--- src/rtl/lc3_ctrl_seq_if.sv ---
// Control bundle between the LC-3 microsequencer and the datapath/memory it steers.
// The master side is the sequencer; the slave side is the datapath.
interface lc3_ctrl_seq_if;
   logic [3:0] opcode;
   logic       ben;
   logic       mem_r;
   logic       ld_mar;
   logic       ld_mdr;
   logic       ld_ir;
   logic       ld_ben;
   logic       ld_reg;
   logic       ld_cc;
   logic       ld_pc;
   logic       gate_pc;
   logic       gate_mdr;
   logic       gate_alu;
   logic       gate_marmux;
   logic [1:0] pcmux;
   logic       addr1mux;
   logic [1:0] addr2mux;
   logic       marmux;
   logic [1:0] aluk;
   logic       drmux;
   logic       sr1mux;
   logic       mio_en;
   logic       r_w;
   logic       illegal;
   logic       fault;
   logic [5:0] state;

   modport master (
      input  opcode, ben, mem_r,
      output ld_mar, ld_mdr, ld_ir, ld_ben, ld_reg, ld_cc, ld_pc,
      output gate_pc, gate_mdr, gate_alu, gate_marmux,
      output pcmux, addr1mux, addr2mux, marmux, aluk, drmux, sr1mux,
      output mio_en, r_w, illegal, fault, state
   );

   modport slave (
      output opcode, ben, mem_r,
      input  ld_mar, ld_mdr, ld_ir, ld_ben, ld_reg, ld_cc, ld_pc,
      input  gate_pc, gate_mdr, gate_alu, gate_marmux,
      input  pcmux, addr1mux, addr2mux, marmux, aluk, drmux, sr1mux,
      input  mio_en, r_w, illegal, fault, state
   );
endinterface

--- src/rtl/lc3_ctrl_seq.sv ---
// LC-3 microsequencer (fetch, decode, ADD/AND/NOT, BR, LD) with a memory-ready
// wait counter that traps into a sticky FAULT state on timeout.
module lc3_ctrl_seq #(
   parameter int MEM_TIMEOUT = 16
) (
   input  logic                clk_i,
   input  logic                reset_n_i,
   lc3_ctrl_seq_if.master      bus
);
   localparam int CW = $clog2(MEM_TIMEOUT + 1);
   localparam logic [CW-1:0] CNT_LAST = CW'(MEM_TIMEOUT - 1);

   typedef enum logic [5:0] {
      S_BR       = 6'd0,
      S_ADD      = 6'd1,
      S_LD       = 6'd2,
      S_AND      = 6'd5,
      S_NOT      = 6'd9,
      S_FETCH1   = 6'd18,
      S_BR_TAKEN = 6'd22,
      S_LD_MEM   = 6'd25,
      S_LD_WB    = 6'd27,
      S_DECODE   = 6'd32,
      S_FETCH2   = 6'd33,
      S_FETCH3   = 6'd35,
      S_FAULT    = 6'd63
   } state_e;

   state_e        state_q;
   logic [CW-1:0] wait_q;
   logic          fault_q;

   // State register, memory wait counter and sticky fault flag.
   always_ff @(posedge clk_i) begin
      if (!reset_n_i) begin
         state_q <= S_FETCH1;
         wait_q  <= '0;
         fault_q <= 1'b0;
      end else begin
         case (state_q)
            S_FETCH1: state_q <= S_FETCH2;
            S_FETCH2, S_LD_MEM: begin
               // A ready arriving on the last allowed wait cycle still wins.
               if (bus.mem_r) begin
                  wait_q  <= '0;
                  state_q <= (state_q == S_FETCH2) ? S_FETCH3 : S_LD_WB;
               end else if (wait_q == CNT_LAST) begin
                  wait_q  <= '0;
                  state_q <= S_FAULT;
                  fault_q <= 1'b1;
               end else begin
                  wait_q <= wait_q + CW'(1);
               end
            end
            S_FETCH3: state_q <= S_DECODE;
            S_DECODE: begin
               case (bus.opcode)
                  4'b0000: state_q <= S_BR;
                  4'b0001: state_q <= S_ADD;
                  4'b0101: state_q <= S_AND;
                  4'b1001: state_q <= S_NOT;
                  4'b0010: state_q <= S_LD;
                  default: state_q <= S_FETCH1;
               endcase
            end
            S_ADD, S_AND, S_NOT: state_q <= S_FETCH1;
            S_BR:       state_q <= bus.ben ? S_BR_TAKEN : S_FETCH1;
            S_BR_TAKEN: state_q <= S_FETCH1;
            S_LD:       state_q <= S_LD_MEM;
            S_LD_WB:    state_q <= S_FETCH1;
            S_FAULT:    state_q <= S_FAULT;
            default:    state_q <= S_FETCH1;
         endcase
      end
   end

   // Moore control decode; everything is forced low while reset is asserted.
   always_comb begin
      bus.ld_mar      = 1'b0;
      bus.ld_mdr      = 1'b0;
      bus.ld_ir       = 1'b0;
      bus.ld_ben      = 1'b0;
      bus.ld_reg      = 1'b0;
      bus.ld_cc       = 1'b0;
      bus.ld_pc       = 1'b0;
      bus.gate_pc     = 1'b0;
      bus.gate_mdr    = 1'b0;
      bus.gate_alu    = 1'b0;
      bus.gate_marmux = 1'b0;
      bus.pcmux       = 2'b00;
      bus.addr1mux    = 1'b0;
      bus.addr2mux    = 2'b00;
      bus.marmux      = 1'b0;
      bus.aluk        = 2'b00;
      bus.drmux       = 1'b0;
      bus.sr1mux      = 1'b0;
      bus.mio_en      = 1'b0;
      bus.r_w         = 1'b0;
      bus.illegal     = 1'b0;
      bus.fault       = 1'b0;
      bus.state       = 6'd0;
      if (reset_n_i) begin
         bus.state = state_q;
         bus.fault = fault_q;
         case (state_q)
            S_FETCH1: begin
               bus.gate_pc = 1'b1;
               bus.ld_mar  = 1'b1;
               bus.ld_pc   = 1'b1;
            end
            S_FETCH2, S_LD_MEM: begin
               bus.mio_en = 1'b1;
               bus.ld_mdr = bus.mem_r;
            end
            S_FETCH3: begin
               bus.gate_mdr = 1'b1;
               bus.ld_ir    = 1'b1;
            end
            S_DECODE: begin
               bus.ld_ben = 1'b1;
               case (bus.opcode)
                  4'b0000, 4'b0001, 4'b0101, 4'b1001, 4'b0010: bus.illegal = 1'b0;
                  default: bus.illegal = 1'b1;
               endcase
            end
            S_ADD, S_AND, S_NOT: begin
               bus.gate_alu = 1'b1;
               bus.ld_reg   = 1'b1;
               bus.ld_cc    = 1'b1;
               bus.sr1mux   = 1'b1;
               bus.aluk     = (state_q == S_ADD) ? 2'b00 :
                              (state_q == S_AND) ? 2'b01 : 2'b10;
            end
            S_BR_TAKEN: begin
               bus.ld_pc    = 1'b1;
               bus.pcmux    = 2'b10;
               bus.addr2mux = 2'b10;
            end
            S_LD: begin
               bus.gate_marmux = 1'b1;
               bus.ld_mar      = 1'b1;
               bus.marmux      = 1'b1;
               bus.addr2mux    = 2'b10;
            end
            S_LD_WB: begin
               bus.gate_mdr = 1'b1;
               bus.ld_reg   = 1'b1;
               bus.ld_cc    = 1'b1;
            end
            default: bus.ld_mar = 1'b0;
         endcase
      end else begin
         bus.state = 6'd0;
      end
   end
endmodule

--- src/flat_wrapper.sv ---
// flat-port wrapper written by rule: the top's interface ports become plain ports
module lc3_ctrl_seq_flat 
#(
   parameter int MEM_TIMEOUT = 16
)
  (clk_i, reset_n_i, bus_opcode, bus_ben, bus_mem_r, bus_ld_mar, bus_ld_mdr, bus_ld_ir, bus_ld_ben, bus_ld_reg, bus_ld_cc, bus_ld_pc, bus_gate_pc, bus_gate_mdr, bus_gate_alu, bus_gate_marmux, bus_pcmux, bus_addr1mux, bus_addr2mux, bus_marmux, bus_aluk, bus_drmux, bus_sr1mux, bus_mio_en, bus_r_w, bus_illegal, bus_fault, bus_state);
  lc3_ctrl_seq_if bus_i ();
  input  logic clk_i;
  input  logic reset_n_i;
  input wire logic [$bits(bus_i.opcode)-1:0] bus_opcode;
  input wire logic [$bits(bus_i.ben)-1:0] bus_ben;
  input wire logic [$bits(bus_i.mem_r)-1:0] bus_mem_r;
  output wire logic [$bits(bus_i.ld_mar)-1:0] bus_ld_mar;
  output wire logic [$bits(bus_i.ld_mdr)-1:0] bus_ld_mdr;
  output wire logic [$bits(bus_i.ld_ir)-1:0] bus_ld_ir;
  output wire logic [$bits(bus_i.ld_ben)-1:0] bus_ld_ben;
  output wire logic [$bits(bus_i.ld_reg)-1:0] bus_ld_reg;
  output wire logic [$bits(bus_i.ld_cc)-1:0] bus_ld_cc;
  output wire logic [$bits(bus_i.ld_pc)-1:0] bus_ld_pc;
  output wire logic [$bits(bus_i.gate_pc)-1:0] bus_gate_pc;
  output wire logic [$bits(bus_i.gate_mdr)-1:0] bus_gate_mdr;
  output wire logic [$bits(bus_i.gate_alu)-1:0] bus_gate_alu;
  output wire logic [$bits(bus_i.gate_marmux)-1:0] bus_gate_marmux;
  output wire logic [$bits(bus_i.pcmux)-1:0] bus_pcmux;
  output wire logic [$bits(bus_i.addr1mux)-1:0] bus_addr1mux;
  output wire logic [$bits(bus_i.addr2mux)-1:0] bus_addr2mux;
  output wire logic [$bits(bus_i.marmux)-1:0] bus_marmux;
  output wire logic [$bits(bus_i.aluk)-1:0] bus_aluk;
  output wire logic [$bits(bus_i.drmux)-1:0] bus_drmux;
  output wire logic [$bits(bus_i.sr1mux)-1:0] bus_sr1mux;
  output wire logic [$bits(bus_i.mio_en)-1:0] bus_mio_en;
  output wire logic [$bits(bus_i.r_w)-1:0] bus_r_w;
  output wire logic [$bits(bus_i.illegal)-1:0] bus_illegal;
  output wire logic [$bits(bus_i.fault)-1:0] bus_fault;
  output wire logic [$bits(bus_i.state)-1:0] bus_state;
  assign bus_i.opcode = bus_opcode;
  assign bus_i.ben = bus_ben;
  assign bus_i.mem_r = bus_mem_r;
  assign bus_ld_mar = bus_i.ld_mar;
  assign bus_ld_mdr = bus_i.ld_mdr;
  assign bus_ld_ir = bus_i.ld_ir;
  assign bus_ld_ben = bus_i.ld_ben;
  assign bus_ld_reg = bus_i.ld_reg;
  assign bus_ld_cc = bus_i.ld_cc;
  assign bus_ld_pc = bus_i.ld_pc;
  assign bus_gate_pc = bus_i.gate_pc;
  assign bus_gate_mdr = bus_i.gate_mdr;
  assign bus_gate_alu = bus_i.gate_alu;
  assign bus_gate_marmux = bus_i.gate_marmux;
  assign bus_pcmux = bus_i.pcmux;
  assign bus_addr1mux = bus_i.addr1mux;
  assign bus_addr2mux = bus_i.addr2mux;
  assign bus_marmux = bus_i.marmux;
  assign bus_aluk = bus_i.aluk;
  assign bus_drmux = bus_i.drmux;
  assign bus_sr1mux = bus_i.sr1mux;
  assign bus_mio_en = bus_i.mio_en;
  assign bus_r_w = bus_i.r_w;
  assign bus_illegal = bus_i.illegal;
  assign bus_fault = bus_i.fault;
  assign bus_state = bus_i.state;
  lc3_ctrl_seq #(.MEM_TIMEOUT(MEM_TIMEOUT)) u_core (.clk_i(clk_i), .reset_n_i(reset_n_i), .bus(bus_i));
endmodule
--- config.mk ---
export PLATFORM = sky130hd
export DESIGN_NAME = lc3_ctrl_seq_flat
export DESIGN_NICKNAME = d
export VERILOG_FILES = /design/src/rtl/lc3_ctrl_seq_if.sv /design/src/rtl/lc3_ctrl_seq.sv /design/src/flat_wrapper.sv
export SDC_FILE = /design/constraint.sdc
export NUM_CORES = 1
export LEC_CHECK = 0
export BUFFER_PORTS_ARGS = -buffer_cell sky130_fd_sc_hd__buf_2
export CORE_UTILIZATION = 45
export CTS_CLUSTER_DIAMETER = 100
export DETAILED_ROUTE_END_ITERATION = 10
export GPL_TIMING_DRIVEN = 0
export PLACE_DENSITY = 0.73
export SLEW_MARGIN = 20
export SYNTH_ARGS = -nofsm -noshare
export SYNTH_HDL_FRONTEND = slang
export SYNTH_SLANG_ARGS = --single-unit
--- constraint.sdc ---
create_clock -name clk_i -period 2.3 [get_ports clk_i]
set_clock_uncertainty 0.15 [all_clocks]
set_input_delay 0.23 -clock clk_i [delete_from_list [all_inputs] [get_ports clk_i]]
set_output_delay 0.23 -clock clk_i [all_outputs]
set_load 0.005 [all_outputs]
==> qor.csv, run 1 <==
stage;metric;value;unit
outcome;status;complete, no violations;
grt;antenna_found_initial;0;
detailed_routing;via_per_inst;5.79;
setup_path;startpoint;u_core.state_q[5];
timing;hold_violations;0;
setup_path;ff2ff_path_depth;5;
clock_network;clkLatencyLatePin;0.28;ns
synthesis;synth_area_leaders;dfxtp_1 21%, buf_4 5.8%, nor2_1 4.5%;
place;dp.cells;216;
synthesis;syn_area_per_cell;7.76;um^2
synthesis;postSynthCellCount;150;
setup_path;path_class;register to output pin;
clock_network;cts_tree;yes;
job;cap_violations;0;
pwr;power.leakage;0.694;nW
die;die_area;0.00279;mm^2
die;die_width;52.9;um
pwr;ir_drop;574;uV
clock_network;cts_buffer_depth;2;
detailed_routing;wl_per_cell;13.5;um
layout;final_cells;219;
synthesis;yosysWarnings;0;
die;rows;18;
pwr;power.total;0.00108;W
setup_path;worstSetupEndpointType;output pin;
place;io_buffers;32;
timing;drv_slew;0;
clock_network;cts_buffers;3;
synthesis;yosys.area.top_type_share;20.6;%
setup_path;r2r-start;u_core.state_q[5];
synthesis;async_flop_share;0;%
setup_path;crit_end;bus_aluk[1];
place;gp_congestion;0.853;
synthesis;ys_ff_latch;12;
timing;rsz0062_at_grt;no;
detailed_routing;postRouteAntennaNets;0;
synthesis;synth_fa_ha_area_share;1.94;%
setup_path;worstReg2RegEnd;u_core.state_q[5];
synthesis;yosys.area_share.simple;38.2;%
pwr;p_per_area;763;mW/mm^2
clock_network;cts_root_buffer;clkbuf_4;
grt;grt_usage;21.6;%
hold_path;hold_path_class;input port to register;
setup_path;ff2ff_setup_slack;0.55;ns
synthesis;yosysTopAreaCell;dfxtp_1;
place;place_hpwl;2260;um
die;start_util;47.4;%
clock_network;clock-sinks;12;
timing;setup_viol;0;
synthesis;yosysSeqAreaShare;20.6;%
synthesis;ys_types;53;
detailed_routing;drt_iter0_drc;42;
clock_network;post_cts.repair.setup_buffers;0;
layout;nNetsFinal;199;
detailed_routing;routed_wl;2960;um
timing;fmax;0.457;GHz
synthesis;synth_area;0.00116;mm^2
die;die_h;52.9;um
setup_path;critical_path_required;1.92;ns
detailed_routing;route.detailed.drc;0;
clock_network;htree_levels;1;
layout;final_common_cell;buf_2;
clock_network;path_clk_slew;0.08;ns
layout;area.growth.synth_to_final;21.5;%
setup_path;cp_max_fo;10;
timing;setup_tns;0;ns
timing;period_share;95.1;%
synthesis;synth_top_family_by_area;simple AND/OR/NAND/NOR gates;
die;coreArea;0.00245;mm^2
layout;nFillCells;240;
layout;layout-drive-gt1-share;33.9;%
synthesis;synth_compound_area_share;24.5;%
layout;num_antenna_cells;0;
layout;final_cell_mix;38 x buf_2, 14 x nor2_1, 12 x nand2_1;
detailed_routing;firstDrtPassIters;4;
synthesis;synth_xor_area_share;0.753;%
layout;post-route-util;57.6;%
synthesis;synth-main-ff-cell;dfxtp_1;
grt;grt_pass1_wl;4390;um
grt;grt_max_degree;11;
synthesis;synth_enable_flop_cells;0;
timing;fin_crit;2.19;ns
grt;grt_overflow;0;
setup_path;cp_data_arrival_time;1.81;ns
die;ios;39;
grt;grt_pass1_vias;951;
synthesis;synth.area.mux_share;1.72;%
setup_path;worstSetupStartpointType;register;
detailed_routing;route.vias.total;1267;
[registers in the layout, summed over array words and instances, names as in the netlist]
signal          cells
u_core.fault_q      1
u_core.state_q      6
u_core.wait_q       5
[how the worst min path moves through the flow]
stage	from	to	slack, ns	cells past startpoint
after floorplan	bus_mem_r	u_core.wait_q[2]	0.26	2
after global placement	u_core.fault_q	u_core.fault_q	0.29	1
after detailed placement	u_core.fault_q	u_core.fault_q	0.30	1
after CTS	bus_mem_r	u_core.wait_q[2]	0.18	3
after global routing	bus_mem_r	u_core.wait_q[2]	0.18	3
final	bus_mem_r	u_core.wait_q[2]	0.18	3
[final cells by class]
cell class | count | area (um^2) | share of cell area, %
Multi-Input combinational cell | 118 | 803 | 56.8
Sequential cell | 12 | 241 | 17.1
Timing Repair Buffer | 32 | 160 | 11.3
Buffer | 18 | 116 | 8.23
Tap cell | 30 | 37.5 | 2.65
Clock buffer | 4 | 36.3 | 2.57
Inverter | 5 | 18.8 | 1.33
[layer usage]
layer	vias up	routed length, um	share of wire (%)	track usage, %
met5	-	0	0	0
met4	0	41	1.4	7.89
met3	6	186	6.3	2.59
met2	50	1370	46	35.7
met1	595	1370	46	28.6
li1	616	-	-	-
[report_power, final]
| group | switching, W | total, W | internal [W] |
|---|---|---|---|
| Sequential | 0.0000598 | 0.000304 | 0.000244 |
| Combinational | 0.000335 | 0.000598 | 0.000263 |
| Clock | 0.0000806 | 0.000177 | 0.0000963 |
[synth_stat cells (3+ instances only)]
cell,number
a21oi_1,5
and2_1,8
buf_2,6
buf_4,9
clkbuf_1,3
dfxtp_1,12
inv_1,4
nand2_1,12
nand3_1,7
nor2_1,14
nor2b_1,4
nor3_1,7
nor3b_2,4
o211a_1,4
o211ai_1,3
o311ai_1,3
o31a_1,3
[through the flow]
step	setup slack [ns]	area [um^2]	hold WS [ns]
finish	0.112	1410	0.179
global route	0.0237	1410	0.179
CTS	0.0531	1410	0.181
detailed placement	0.372	1380	0.304
global placement	0.402	1380	0.291
floorplan	0.492	1180	0.258
[cell families (layout without fill, tap and decap cells)]
logic type	after synthesis	in the layout
adder cells (fa/ha/maj)	2	2
AND/OR/NAND/NOR	73	73
buffers and inverters	24	59
XOR/XNOR	1	1
flip-flops	12	12
AO/OA/AOI/OAI	35	35
multiplexers	2	2
other	1	5
[timing repair]
item                                    4_1_cts  5_1_grt
hold buffers                                  0        0
endpoints found under the hold margin         0        0
resized for setup                             0        2
endpoints found under the setup margin        0        1
[worst max-delay path, cell delays in order (launching register included)]
cell	delay, ns
dfxtp_1	0.30
buf_2	0.17
buf_6	0.16
or4_4	0.57
nor3b_2	0.21
buf_2	0.13
Power figures use the tool's default switching activity.
==> inputs of run 2 (changes only) <==
==> constraint.sdc (replaced) <==
create_clock -name clk_i -period 2.2 [get_ports clk_i]
set_clock_uncertainty 0.15 [all_clocks]
set_input_delay 0.22 -clock clk_i [delete_from_list [all_inputs] [get_ports clk_i]]
set_output_delay 0.22 -clock clk_i [all_outputs]
set_load 0.005 [all_outputs]
==> run 2 against run 1 <==
Effect of this change:
- design area up 0.62%
- wire length down 0.24%
- critical endpoint unchanged
- largest cell class unchanged
- combinational power up 6.0%
- critical path type unchanged
- die area unchanged
==> qor.csv, run 2 (synthesis gave the netlist of run 1 again) <==
stage;metric;value;unit
setup_path;worstSetupEndpointType;output pin;
pwr;ir_drop;598;uV
timing;setup_viol;0;
setup_path;cp_data_arrival_time;1.78;ns
die;ios;39;
grt;grt_overflow;0;
die;coreArea;0.00245;mm^2
detailed_routing;via_per_inst;5.84;
timing;fmax;0.465;GHz
die;die_width;52.9;um
setup_path;r2r-start;u_core.state_q[5];
timing;hold_violations;0;
grt;grt_max_degree;11;
timing;drv_slew;0;
layout;num_antenna_cells;0;
grt;antenna_found_initial;0;
setup_path;startpoint;u_core.state_q[4];
detailed_routing;routed_wl;2960;um
clock_network;htree_levels;1;
layout;layout-drive-gt1-share;35.4;%
job;cap_violations;0;
hold_path;min-delay-start;bus_mem_r;
grt;grt_pass1_vias;952;
pwr;power.leakage;0.698;nW
hold_path;hold_path_class;input port to register;
timing;worstMarginPinSlew;0.501;ns
clock_network;cts_buffer_depth;2;
die;start_util;47.4;%
layout;final_common_cell;buf_2;
outcome;status;complete, no violations;
timing;slew_headroom;66.6;%
clock_network;clock-sinks;12;
die;die_area;0.00279;mm^2
layout;area.growth.synth_to_final;22.3;%
place;place_hpwl;2260;um
clock_network;clkLatencyLatePin;0.28;ns
setup_path;ff2ff_setup_slack;0.46;ns
layout;final_cell_mix;38 x buf_2, 13 x nor2_1, 12 x nand2_1;
grt;grt_pass1_wl;4390;um
layout;largestRegisters;u_core.state_q: 6 flops, u_core.wait_q: 5 flops, u_core.fault_q: 1 flops;
timing;rsz0062_at_grt;yes;
pwr;p_per_area;801;mW/mm^2
clock_network;cts_hold_buffers;0;
die;die_h;52.9;um
detailed_routing;route.vias.total;1279;
place;post-place-ws;0.282;ns
setup_path;crit_end;bus_aluk[1];
timing;period_share;97.7;%
grt;grt_usage;21.6;%
timing;postLayoutSetupSlackWorst;0.0515;ns
clock_network;path_clk_slew;0.09;ns
clock_network;cts_tree;yes;
detailed_routing;wl_per_cell;13.5;um
die;rows;18;
setup_path;worstReg2RegEnd;u_core.state_q[5];
detailed_routing;route.detailed.drc;0;
timing;fin_crit;2.15;ns
timing;holdWs;0.171;ns
setup_path;critical_path_required;1.83;ns
clock_network;cts_buffers;3;
setup_path;ff2ff_path_depth;5;
layout;largest_reg_flops;6;
place;gp_congestion;0.853;
detailed_routing;postRouteAntennaNets;0;
detailed_routing;drt_iter0_drc;38;
setup_path;worstSetupStartpointType;register;
detailed_routing;firstDrtPassIters;4;
setup_path;path_class;register to output pin;
setup_path;cp_max_fo;10;
place;io_buffers;32;
layout;largest_register;u_core.state_q;
clock_network;cts_root_buffer;clkbuf_4;
layout;nNetsFinal;199;
run 2: critical path, cell delays in order, from the launching register on:
cell     delay [ns]
dfxtp_1        0.39
buf_2          0.22
or4_4          0.53
nor3b_2        0.21
buf_2          0.14
run 2: cell type report:
| cell class | instances | area (um^2) |
|---|---|---|
| plain buffers | 18 | 116 |
| repair buffers | 32 | 160 |
| fillers | 236 | 1030 |
| flip-flops and latches | 12 | 243 |
| well taps | 30 | 37.5 |
| multi-input cells | 118 | 811 |
| clock buffers | 4 | 36.3 |
| inverters | 5 | 18.8 |
run 2: worst min-delay path by stage:
stage	to	slack, ns	depth (start not counted)
final	u_core.wait_q[2]	0.17	3
after global routing	u_core.wait_q[2]	0.17	3
after CTS	u_core.wait_q[2]	0.17	3
after detailed placement	u_core.fault_q	0.30	1
after global placement	u_core.fault_q	0.29	1
after floorplan	u_core.wait_q[2]	0.25	2
run 2: timing repair:
item                                    4_1_cts  5_1_grt
gates cloned                                  0        0
pin swaps                                     0        1
endpoints found under the setup margin        1        5
buffers inserted                              0        0
resized for setup                             2        3
run 2: report_power, final:
| group | total [W] | internal [W] | switching [W] | leakage, nW |
|---|---|---|---|---|
| combinational | 0.000634 | 0.000279 | 0.000355 | 0.580 |
| clock | 0.000185 | 0.000101 | 0.0000845 | 0.0210 |
| sequential | 0.000321 | 0.000257 | 0.0000638 | 0.0978 |
run 2: routing by layer:
layer | global-route usage [%] | part of all wire, % | vias to the layer above
li1 | - | - | 619
met1 | 28.6 | 44 | 586
met2 | 35.7 | 46 | 70
met3 | 2.59 | 8.4 | 4
met4 | 7.89 | 0.98 | 0
met5 | 0 | 0 | -
run 2: through the flow:
stage	TNS (ns)	total power, W	instances	instance area, um^2	util (%)
2_1_floorplan	0	0.000771	154	1180	-
3_3_place_gp	0	0.000924	216	1380	56.1
3_5_place_dp	0	0.000943	216	1380	56.1
4_1_cts	0	0.00112	219	1410	57.6
5_1_grt	-0.00106	0.00121	219	1420	58.0
6_report	0	0.00114	219	1420	58.0
